--- config.mk ---
export PLATFORM = sky130hd
export DESIGN_NAME = ap_ctrl_loop_sequencer
export DESIGN_NICKNAME = d
export VERILOG_FILES = /design/src/rtl/ap_ctrl_loop_sequencer.sv
export SDC_FILE = /design/constraint.sdc
export NUM_CORES = 1
export LEC_CHECK = 0
export BUFFER_PORTS_ARGS = -buffer_cell sky130_fd_sc_hd__buf_2
export CAP_MARGIN = 30
export CELL_PAD_IN_SITES_DETAIL_PLACEMENT = 1
export CELL_PAD_IN_SITES_GLOBAL_PLACEMENT = 1
export CORE_ASPECT_RATIO = 1.4
export CORE_MARGIN = 1.5
export CORE_UTILIZATION = 44
export CTS_CLUSTER_DIAMETER = 80
export CTS_CLUSTER_SIZE = 10
export DETAILED_ROUTE_END_ITERATION = 10
export HOLD_SLACK_MARGIN = 0.02
export PLACE_DENSITY_LB_ADDON = 0.05
export SETUP_SLACK_MARGIN = 0.4
export SYNTH_ARGS = -nofsm -noshare
export SYNTH_HDL_FRONTEND = slang
export SYNTH_SLANG_ARGS = --single-unit
--- constraint.sdc ---
create_clock -name clock -period 5.3 [get_ports clock]
set_input_delay 0.795 -clock clock [delete_from_list [all_inputs] [get_ports clock]]
set_output_delay 0.795 -clock clock [all_outputs]
set_load 0.01 [all_outputs]
--- src/rtl/ap_ctrl_loop_sequencer.sv ---
// rtl/ap_ctrl_loop_sequencer.sv - ap_ctrl_hs sequencer splitting a length into burst and residual child runs
module ap_ctrl_loop_sequencer #(
    parameter int LEN_W      = 32,
    parameter int BURST_LOG2 = 4,
    parameter int CNT_W      = 32
) (
    input  logic                        clock,
    input  logic                        reset,
    input  logic                        ap_start,
    output logic                        ap_ready,
    output logic                        ap_done,
    output logic                        ap_idle,
    input  logic [LEN_W-1:0]            len,
    output logic                        burst_start,
    output logic [LEN_W-BURST_LOG2-1:0] burst_trips,
    input  logic                        burst_ready,
    input  logic                        burst_done,
    output logic                        resid_start,
    output logic [BURST_LOG2-1:0]       resid_trips,
    input  logic                        resid_ready,
    input  logic                        resid_done,
    output logic [CNT_W-1:0]            burst_cycles,
    output logic [CNT_W-1:0]            resid_cycles
);

    typedef enum logic [1:0] {
        IDLE      = 2'd0,
        BURST_RUN = 2'd1,
        RESID_RUN = 2'd2,
        DONE      = 2'd3
    } state_t;

    localparam logic [CNT_W-1:0] CNT_ONE = {{(CNT_W-1){1'b0}}, 1'b1};

    state_t                        state_q;
    logic                          armed_q;
    logic                          ap_done_q;
    logic                          burst_start_q;
    logic                          resid_start_q;
    logic [LEN_W-BURST_LOG2-1:0]   burst_trips_q;
    logic [BURST_LOG2-1:0]         resid_trips_q;
    logic [CNT_W-1:0]              burst_cycles_q;
    logic [CNT_W-1:0]              resid_cycles_q;
    logic [CNT_W-1:0]              burst_cycles_d;
    logic [CNT_W-1:0]              resid_cycles_d;
    logic [LEN_W-BURST_LOG2-1:0]   len_bursts;
    logic [BURST_LOG2-1:0]         len_resid;
    logic                          burst_exit;
    logic                          resid_exit;

    assign len_bursts = len[LEN_W-1:BURST_LOG2];
    assign len_resid  = len[BURST_LOG2-1:0];

    assign burst_cycles_d = (&burst_cycles_q) ? burst_cycles_q : burst_cycles_q + CNT_ONE;
    assign resid_cycles_d = (&resid_cycles_q) ? resid_cycles_q : resid_cycles_q + CNT_ONE;

    // A done only counts once the child has taken its start (ready now or earlier).
    assign burst_exit = burst_done && (!burst_start_q || burst_ready);
    assign resid_exit = resid_done && (!resid_start_q || resid_ready);

    always_ff @(posedge clock or posedge reset) begin
        if (reset) begin
            state_q        <= IDLE;
            armed_q        <= 1'b0;
            ap_done_q      <= 1'b0;
            burst_start_q  <= 1'b0;
            resid_start_q  <= 1'b0;
            burst_trips_q  <= '0;
            resid_trips_q  <= '0;
            burst_cycles_q <= '0;
            resid_cycles_q <= '0;
        end else begin
            armed_q   <= 1'b1;
            ap_done_q <= 1'b0;
            case (state_q)
                IDLE: begin
                    if (armed_q && ap_start) begin
                        burst_trips_q  <= len_bursts;
                        resid_trips_q  <= len_resid;
                        burst_cycles_q <= '0;
                        resid_cycles_q <= '0;
                        if (len_bursts != '0) begin
                            state_q       <= BURST_RUN;
                            burst_start_q <= 1'b1;
                        end else if (len_resid != '0) begin
                            state_q       <= RESID_RUN;
                            resid_start_q <= 1'b1;
                        end else begin
                            state_q   <= DONE;
                            ap_done_q <= 1'b1;
                        end
                    end
                end
                BURST_RUN: begin
                    burst_cycles_q <= burst_cycles_d;
                    if (burst_ready) begin
                        burst_start_q <= 1'b0;
                    end
                    if (burst_exit) begin
                        burst_start_q <= 1'b0;
                        if (resid_trips_q != '0) begin
                            state_q       <= RESID_RUN;
                            resid_start_q <= 1'b1;
                        end else begin
                            state_q   <= DONE;
                            ap_done_q <= 1'b1;
                        end
                    end
                end
                RESID_RUN: begin
                    resid_cycles_q <= resid_cycles_d;
                    if (resid_ready) begin
                        resid_start_q <= 1'b0;
                    end
                    if (resid_exit) begin
                        resid_start_q <= 1'b0;
                        state_q       <= DONE;
                        ap_done_q     <= 1'b1;
                    end
                end
                DONE: begin
                    state_q <= IDLE;
                end
                default: begin
                    state_q <= IDLE;
                end
            endcase
        end
    end

    // Until the first edge after reset, ap_start is not trusted, so report idle.
    assign ap_idle      = (state_q == IDLE) && (!armed_q || !ap_start);
    assign ap_done      = ap_done_q;
    assign ap_ready     = ap_done_q;
    assign burst_start  = burst_start_q;
    assign resid_start  = resid_start_q;
    assign burst_trips  = burst_trips_q;
    assign resid_trips  = resid_trips_q;
    assign burst_cycles = burst_cycles_q;
    assign resid_cycles = resid_cycles_q;

endmodule
# Yosys cells after proc, flatten, opt, wreduce, memory -nomap -nowiden
# Index checks and enable logic that the tools add are counted.
[totals] regBits=102 inputBits=39 word_cells=83
[classes] n_addsub=2 eq_ne=14 n_mux=32 n_reduce_logical=26
[ops] op="one-hot mux 32 bit (2 select lines)" n=2
[ops] op="2-to-1 mux 32 bit" n=3
[ops] op="adder 32 x 1 -> 32 bit (second input constant)" n=2
[ops] op="AND reduction 32 bit" n=2
[ops] op="nonzero test 28 bit" n=1
[ops] op="2-to-1 mux 1 bit" n=19
[ops] op="!= test 2 bit (second input constant)" n=9
[ops] op="AND reduction 3 bit" n=3
[ops] op="2-to-1 mux 2 bit" n=4
[ops] op="one-hot mux 2 bit (4 select lines)" n=1
[ops] op="nonzero test 4 bit" n=2
[ops] op="AND reduction 7 bit" n=1
[ops] op="!= test 3 bit (second input constant)" n=2
[ops] op="one-hot mux 1 bit (3 select lines)" n=2
[ops] op="equality test 2 bit (second input constant)" n=2
[ops] op="logical AND 1 bit" n=4
[ops] op="logical NOT 1 bit" n=4
[ops] op="AND reduction 4 bit" n=1
[ops] op="nonzero test 2 bit" n=2
[ops] op="logical OR 1 bit" n=3
[ops] op="nonzero test 3 bit" n=1
[ops] op="equality test 2 x 1 -> 1 bit (second input constant)" n=1
[ops] op="logical NOT 2 bit" n=1
[ops] op="one-hot mux 1 bit (2 select lines)" n=1
[ops] op="AND reduction 2 bit" n=1

# Logic depth before layout (Yosys ltp)
# Gate-level depths: netlist of the first run.
[depth] depth_word=5 depth_mapped=9 depth_no_buf=8

# Worst setup path after synthesis of the first run
# Ideal clock, no wire load.
[synth_path] path_type="register to register" start="register burst_cycles_q[0] (netlist: burst_cycles[0])" end="register burst_cycles_q[13] (netlist: burst_cycles[13])" setup_time_ps=126 arrival_ps=2169 required_time_ps=5174 setup_slack_ps=3004 stages_incl_launch_ff=9 n_path_buf=2 period_less_slack_ps=2296 path_cell_list="dfrtp_1 ha_1 nand3_1 nor4_1 or4b_1 buf_2 buf_6 and2_4 a221o_1"
[synth_via] elab_chain_cells=3 word_cells_on_any_way=6 cone_classes="add/sub: 1; eq/ne: 1; mux: 2; reduce/logical: 2"
[synth_lines] element="start: declaration" line="42" text="logic [CNT_W-1:0] burst_cycles_q;"
[synth_lines] element="start signal: assignment" line="95" text="burst_cycles_q <= burst_cycles_d;"
[synth_lines] element="adder 32 x 1 -> 32 bit or AND reduction 32 bit (tied branches)" line="54" text="assign burst_cycles_d = (&burst_cycles_q) ? burst_cycles_q : burst_cycles_q + CNT_ONE;"
[synth_lines] element="2-to-1 mux 32 bit or != test 2 bit (tied branches)"
[synth_lines] element="one-hot mux 32 bit (2 select lines) or AND reduction 3 bit (tied branches)"
# Several ways; a longest one is shown, not always the timed one. The select of a mux whose other input is x is not followed.
# A chain may end at the register's enable or synchronous reset.

# Worst setup path after layout of the first run
[layout_path] start="register state_q[0]" end="register resid_cycles_q[12] (netlist: resid_cycles[12])"
[layout_via] elab_chain_cells=3 word_cells_on_any_way=7 cone_classes="eq/ne: 3; mux: 1; reduce/logical: 3"
[layout_lines] element="start: declaration" line="35" text="state_t state_q;"
[layout_lines] element="start signal: assignment" line="63" text="state_q <= IDLE;"
[layout_lines] element="start signal: assignment" line="83" text="state_q <= BURST_RUN;"
[layout_lines] element="start signal: assignment" line="86" text="state_q <= RESID_RUN;"
[layout_lines] element="equality test 2 bit or logical NOT 2 bit (tied branches)" line="75" text="case (state_q)"
[layout_lines] element="!= test 2 bit (no line) or nonzero test 2 bit (tied branches)"
[layout_lines] element="AND reduction 3 bit (no line)"
[layout_lines] element="end signal: assignment" line="111" text="resid_cycles_q <= resid_cycles_d;"
[layout_lines] element="end: declaration" line="43" text="logic [CNT_W-1:0] resid_cycles_q;"
# Several ways; a longest one is shown, not always the timed one.

==> out/metrics.yaml, run 1 <==
critical_path:
  endpoint_kind: "flop"
  crit_required_ps: 5540
  rr_worst_depth: 7
  reg2reg_from: "state_q[0]"
  setup.worst_path.start_class: "flop"
  cp_slowest_cell: "nor2_1"
  slowest_delay_ps: 670
  crit_chain: "inv_1, ha_1, inv_1, nor2_1, o21ai_1, buf_6, o41ai_1"
  crit_type: "reg -> reg"
  worstSetupEndpoint: "resid_cycles[12]"
  crit_top_cell: "inv_1"
  crit_start: "state_q[0]"
  r2r_slack_ps: 2210
  crit_path_max_fanout: 13
  crit_arrival_ps: 3330
  r2r_end: "resid_cycles[12]"
cts:
  cts.sinks: 102
  insertion_delay_ps: 350
  clk_path_buf_depth: 2
  cts_setup_buffers: 0
  cts_tree: "yes"
  numCtsBuffers: 9
  cts_resized: 0
  root_buffer: "clkbuf_16"
  cts_max_level: 3
  cts.clk_slew.worst_paths_ps: 70
  hold_buffers: 0
sta:
  worst_slack_ps: 2211
  setup_tns_ps: 0
  finClkSkew_ps: 6.786
  rsz0062_at_grt: "no"
  fmax_mhz: 323.8
  drv_slew: 0
  slew_headroom: 0.3054
  period_needed_ps: 3089
  worst_slew_pin_slew_ps: 1042
  fin_crit_sh: 0.5828
  finalHoldViolCount: 0
  setup_viol_count_final: 0
cells_and_area:
  multi_input_area_um2: 2868
  drive_gt1_frac: 0.3028
  syn_to_final_growth_pct: 20.31
  stdcell_count: 862
  seqCellArea_um2: 2552
  nFillCells: 1468
  nNetsFinal: 750
routing:
  top_layer_used: "met4"
  drtAntennaViolNets: 0
  wl_per_cell_um: 20.72
  first_pass_iters: 4
  dr_wl_met3_um: 469
  vias_per_cell: 6.146
  drc: 0
  drt_iter0_markers: 176
  finalWirelength_mm: 17.86
  num_vias: 5298
  drt-met1-wl_mm: 6.855
  wl_met2_mm: 10.14
pwr:
  powerDensity_nw_per_um2: 448.0
  ir_drop_mv: 0.2637
  p_total_mw: 3.028
  p_leak_nw: 3.173
logic_synthesis:
  synthCells: 585
  synth_fa_ha_area_frac: 0.01336
  yosysTopAreaCellShare: 0.4543
  synth_xor_area_frac: 0.009354
  synth-simple-area-share: 0.2557
  syn-mean-instance-area_um2: 9.603
  synthMuxAreaShare: 0.07350
  ys_types: 61
  syn_area_um2: 5618
  ys.flop_type: "dfrtp_1"
  ys_seq_area_frac: 0.4543
  synth_compound_area_frac: 0.1563
  synth-edff-count: 0
  synth_largest_area_cell: "dfrtp_1"
  synth.net_count: 630
  yosys_warnings: 0
  synth_top_family_by_area: "simple AND/OR/NAND/NOR gates"
  async_reset_ff_frac: 1.000
  synthTopCellsByArea: "dfrtp_1 (45%), mux2_2 (6.8%), nand3_1 (4.0%), o21ai_0 (4.0%), a31oi_1 (3.1%)"
  ys_ff_latch: 102
grt:
  grt_pass1_vias: 5689
  grt_overflow: 0
  track_usage: 0.2697
  antenna_found_initial: 0
  grt_max_degree: 57
  grt_pass1_wl_mm: 28.96
status:
  status: "finished, final reports clean"
placement:
  io_buffers: 139
  place_hpwl_mm: 12.89
  gp_congestion: 0.8301
  dp.cells: 843
  place_ws_ps: 2297
die:
  pin_count: 140
  dieArea_um2: 13460
  core_um2: 12370
  dieHeight_um: 136.7
  fp.dieW_um: 98.50
  initial_utilization: 0.4541
  placementRows: 48
run:
  max_cap_violations: 0
min_path:
  hold_path.class: "reg -> reg"
[where the power goes]
group          total (mW)  switching (mW)  internal, mW
clock               0.755           0.333         0.422
sequential           1.11           0.156         0.959
combinational        1.16           0.706         0.452
total                3.03            1.20          1.83
[worst max-delay path: cells and delay by family, from the launching register on]
| kind | cells | cell delay (ps) |
|---|---|---|
| flip-flops | 1 | 410 |
| adder cells (fa/ha/maj) | 1 | 510 |
| AND/OR/NAND/NOR | 1 | 670 |
| AO/OA/AOI/OAI | 2 | 650 |
| buffers and inverters | 3 | 730 |
[sequential cells by signal, summed over array words and instances, names as in the netlist]
signal,cells
ap_done,1
armed_q,1
burst_cycles,32
burst_start,1
burst_trips,28
resid_cycles,32
resid_start,1
resid_trips,4
state_q,2
[cells in the final DEF (no fill, tap or decap), types with 4 or more instances in the layout]
cell type and n:
buf_2 139, dfrtp_1 102, nand2_1 46, nand3_1 45, o21ai_0 45, mux2_2 34, a31oi_1 28, nand4_1 26
nor2_1 25, and3_1 23, and4_1 16, inv_1 12, nor4_1 12, nor3_1 12, o31ai_1 10, clkbuf_16 10
and2_1 9, a21oi_1 8, or3b_2 8, nand2b_1 6, ha_1 6, o211ai_1 5, a22o_1 5, or3_1 4
or4_1 4, o22ai_1 4
[layer usage]
metal  global-route usage  vias up
met5                    0        -
met4               0.1041        0
met3              0.03269       30
met2               0.5156      107
met1               0.3026     2692
li1                     -     2469
[cell usage after synthesis, types with 8 or more instances]
cell type  number
a21oi_1         8
a31oi_1        28
and2_1          9
and3_1         23
and4_1         16
clkbuf_1       25
dfrtp_1       102
inv_1          13
mux2_2         34
nand2_1        46
nand3_1        45
nand4_1        26
nor2_1         25
nor3_1         12
nor4_1         12
o21ai_0        45
o31ai_1        10
or3b_2          8
[metrics by stage]
step | util | instance area, um^2 | hold slack, ps
4_1_cts | 0.5439 | 6729 | 489.8
2_1_floorplan | - | 5618 | 513.6
5_1_grt | 0.5459 | 6754 | 532.7
6_report | 0.5463 | 6759 | 489.9
3_5_place_dp | 0.5173 | 6400 | 479.4
3_3_place_gp | 0.5155 | 6377 | 466.7
[how the worst min path moves through the flow]
stage                           from                to  slack (ps)  cells after the start
floorplan           burst_cycles[31]  burst_cycles[31]         510                      1
global placement    burst_cycles[31]  burst_cycles[31]         470                      1
detailed placement  burst_cycles[31]  burst_cycles[31]         480                      1
CTS                 burst_cycles[31]  burst_cycles[31]         490                      1
global route         burst_trips[27]   burst_trips[27]         530                      1
finish              burst_cycles[31]  burst_cycles[31]         490                      1
[final cells by class]
| type | count | area share |
|---|---|---|
| diodes | 2 | 0.0007405 |
| repair buffers | 145 | 0.1133 |
| flip-flops and latches | 102 | 0.3776 |
| inverters | 13 | 0.007590 |
| clock buffers | 9 | 0.03332 |
| multi-input cells | 434 | 0.4243 |
| well taps | 150 | 0.02777 |
| clock inverters | 7 | 0.01536 |
[cell families (layout without fill, tap and decap cells)]
group                    Yosys count  after routing
AO/OA/AOI/OAI                    134            134
XOR/XNOR                           6              6
adder cells (fa/ha/maj)            6              6
buffers and inverters             49            174
flip-flops                       102            102
multiplexers                      37             37
other                              1              3
AND/OR/NAND/NOR                  250            250
(Power assumes the default switching activity.)
==> run 2: changes to the inputs <==
CORE_UTILIZATION = 37   (was 44)
clock period = 2.8 ns   (was 5.3 ns; I/O delays follow)
==> out/metrics.yaml, run 2 (synthesized netlist as in run 1, its figures left out) <==
critical_path:
  setup.worst_path.start_class: "flop"
  crit_required_ps: 3000  # -2540 ps
  crit_arrival_ps: 2430  # -900 ps
  endpoint_kind: "flop"
  crit_path_max_fanout: 29  # +16
  crit_type: "reg -> reg"
cts:
  cts_max_level: 3  # unchanged
  cts.clk_slew.worst_paths_ps: 80  # about the same
  root_buffer: "clkbuf_16"
  clk_path_buf_depth: 2  # unchanged
  numCtsBuffers: 9  # unchanged
  hold_buffers: 0  # unchanged
  insertion_delay_ps: 350  # about the same
  cts.sinks: 102  # unchanged
  cts_tree: "yes"
die:
  initial_utilization: 0.3765  # -0.07757
  pin_count: 140  # unchanged
  core_um2: 14920  # +21%
  fp.dieW_um: 107.1  # +8.8%
  dieHeight_um: 148.8  # +8.9%
  placementRows: 53  # +10%
  dieArea_um2: 15940  # +18%
sta:
  finClkSkew_ps: 13.58  # +6.792 ps
  fin_crit_sh: 0.7981  # +0.2153
  period_needed_ps: 2235  # -854.2 ps
  setup_tns_ps: 0  # unchanged
  finalHoldViolCount: 0  # unchanged
  rsz0062_at_grt: "no"
  slew_headroom: 0.5204  # +0.2150
  setup_viol_count_final: 0  # unchanged
  fmax_mhz: 447.5  # +38%
  drv_slew: 0  # unchanged
  worst_slew_pin_slew_ps: 717.9  # -324.0 ps
cells_and_area:
  final_cell_mix: "buf_2 (139), dfrtp_1 (101), nand2_1 (46)"
  diodes: 0  # -2
  syn_to_final_growth_pct: 23.99
  stdcell_count: 921  # +6.8%
  nFillCells: 1760  # +20%
  mostFrequentLayoutCell: "buf_2"
  nNetsFinal: 769  # +2.5%
  drive_gt1_frac: 0.3320  # +0.02914
routing:
  finalWirelength_mm: 18.09  # +1.3%
  num_vias: 5313  # +0.28%
  drt_iter0_markers: 194  # +10%
  wl_per_cell_um: 19.65  # -5.2%
  vias_per_cell: 5.769  # -6.1%
  drc: 0  # unchanged
  first_pass_iters: 4  # unchanged
  drtAntennaViolNets: 0  # unchanged
grt:
  globalRouteMet2Util: 0.4404  # -0.07516
  grt_overflow: 0  # unchanged
  antenna_found_initial: 0  # unchanged
  use_met3: 0.02752  # -0.005163
  gr-max-usage-layer: "met2"
  grt_pass1_vias: 5509  # -3.2%
  use_met1: 0.2626  # -0.04005
  grt_max_degree: 39  # -32%
  grt_pass1_wl_mm: 28.93  # about the same
  track_usage: 0.2291  # -0.04064
placement:
  io_buffers: 139  # unchanged
  gp_congestion: 0.7884  # -5.0%
  place_hpwl_mm: 13.29  # +3.1%
  dp.cells: 903  # +7.1%
run:
  max_cap_violations: 0  # unchanged
pwr:
  powerDensity_nw_per_um2: 822.0  # +84%
  p_int_mw: 3.453  # +88%
  p_clk_frac: 0.234  # -0.015
  pwr-share-seq: 0.364  # -0.004
  comb_power_share: 0.402  # +0.019
  p_leak_nw: 3.260  # +2.7%
  power.switching_mw: 2.272  # +90%
  sw_frac_of_total: 0.3968  # +0.002017
  ir_drop_mv: 0.3487  # +32%
min_path:
  hold_path.class: "in -> async"
status:
  status: "finished, final reports clean"
## run 2: cell count changes in the layout (fill, tap and decap cells not counted), moves of 2 or more
cell / previous run / this run
buf_4: 3 / 22
buf_12: 0 / 2
buf_6: 2 / 0
diode_2: 2 / 0
ha_1: 6 / 4
ha_2: 0 / 2
nor2_1: 25 / 23
nor2_2: 0 / 2
## run 2: critical path, stage by stage (launching register included)
cell and delay, ps:
dfrtp_2 410, ha_2 220, nand3_1 120, nor4_2 270, or4b_4 520, buf_4 240
or3b_2 220, a31oi_1 80
## run 2: per-layer routing
| layer | up-vias | part of all wire | wire length, um |
|---|---|---|---|
| met2 | 79 | 0.57 | 10260 |
| met4 | 0 | 0.012 | 223 |
| li1 | 2503 | - | - |
| met5 | - | 0 | 0 |
| met3 | 15 | 0.022 | 398 |
| met1 | 2716 | 0.40 | 7217 |
## run 2: worst paths after layout
| kind | end | from | slack, ps | cells after the start |
|---|---|---|---|---|
| hold reg to reg | resid_cycles[20] | resid_cycles[20] | 510 | 1 |
| setup reg to reg | burst_cycles[18] | burst_cycles[0] | 570 | 7 |
| hold / removal | resid_cycles[27] | reset | 180 | 2 |
| max in group asynchronous | burst_cycles[13] | reset | 1980 | 3 |
| setup / recovery | burst_cycles[18] | burst_cycles[0] | 570 | 7 |
| min in group clock | burst_trips[20] | len[24] | 310 | 2 |
## run 2: cell type report
type                    count  area, um^2  share of cell area
well taps                 192       240.2             0.03449
multi-input cells         434        2892              0.4151
clock buffers               9       225.2             0.03233
flip-flops and latches    102        2554              0.3666
repair buffers            164       915.9              0.1315
inverters                  13       52.55            0.007544
clock inverters             7       86.33             0.01239
## run 2: power by group through the flow
stage	Combinational, mW	Sequential (mW)	Clock [mW]
finish	2.30	2.08	1.34
global route	2.53	2.14	1.43
CTS	2.30	2.08	1.38
detailed placement	2.29	2.11	0
global placement	2.21	2.08	0
floorplan	1.22	2.23	0
## run 2: stage by stage
stage | util | hold WS (ps) | instance area, um^2 | worst slack, ps | total power [mW]
after global placement | 0.4428 | 484.3 | 6606 | 545.0 | 4.289
final | 0.4668 | 184.3 | 6965 | 565.4 | 5.726
after detailed placement | 0.4428 | 490.1 | 6606 | 434.0 | 4.404
after floorplan | - | 513.6 | 5622 | 504.5 | 3.452
after CTS | 0.4636 | 196.3 | 6918 | 416.4 | 5.768
after global routing | 0.4668 | 224.1 | 6965 | 413.3 | 6.094
## run 2: repair_timing
item | 4_1_cts | 5_1_grt
gates resized for setup | 0 | 11
endpoints found under the setup margin | 0 | 54
buffers inserted | 0 | 2
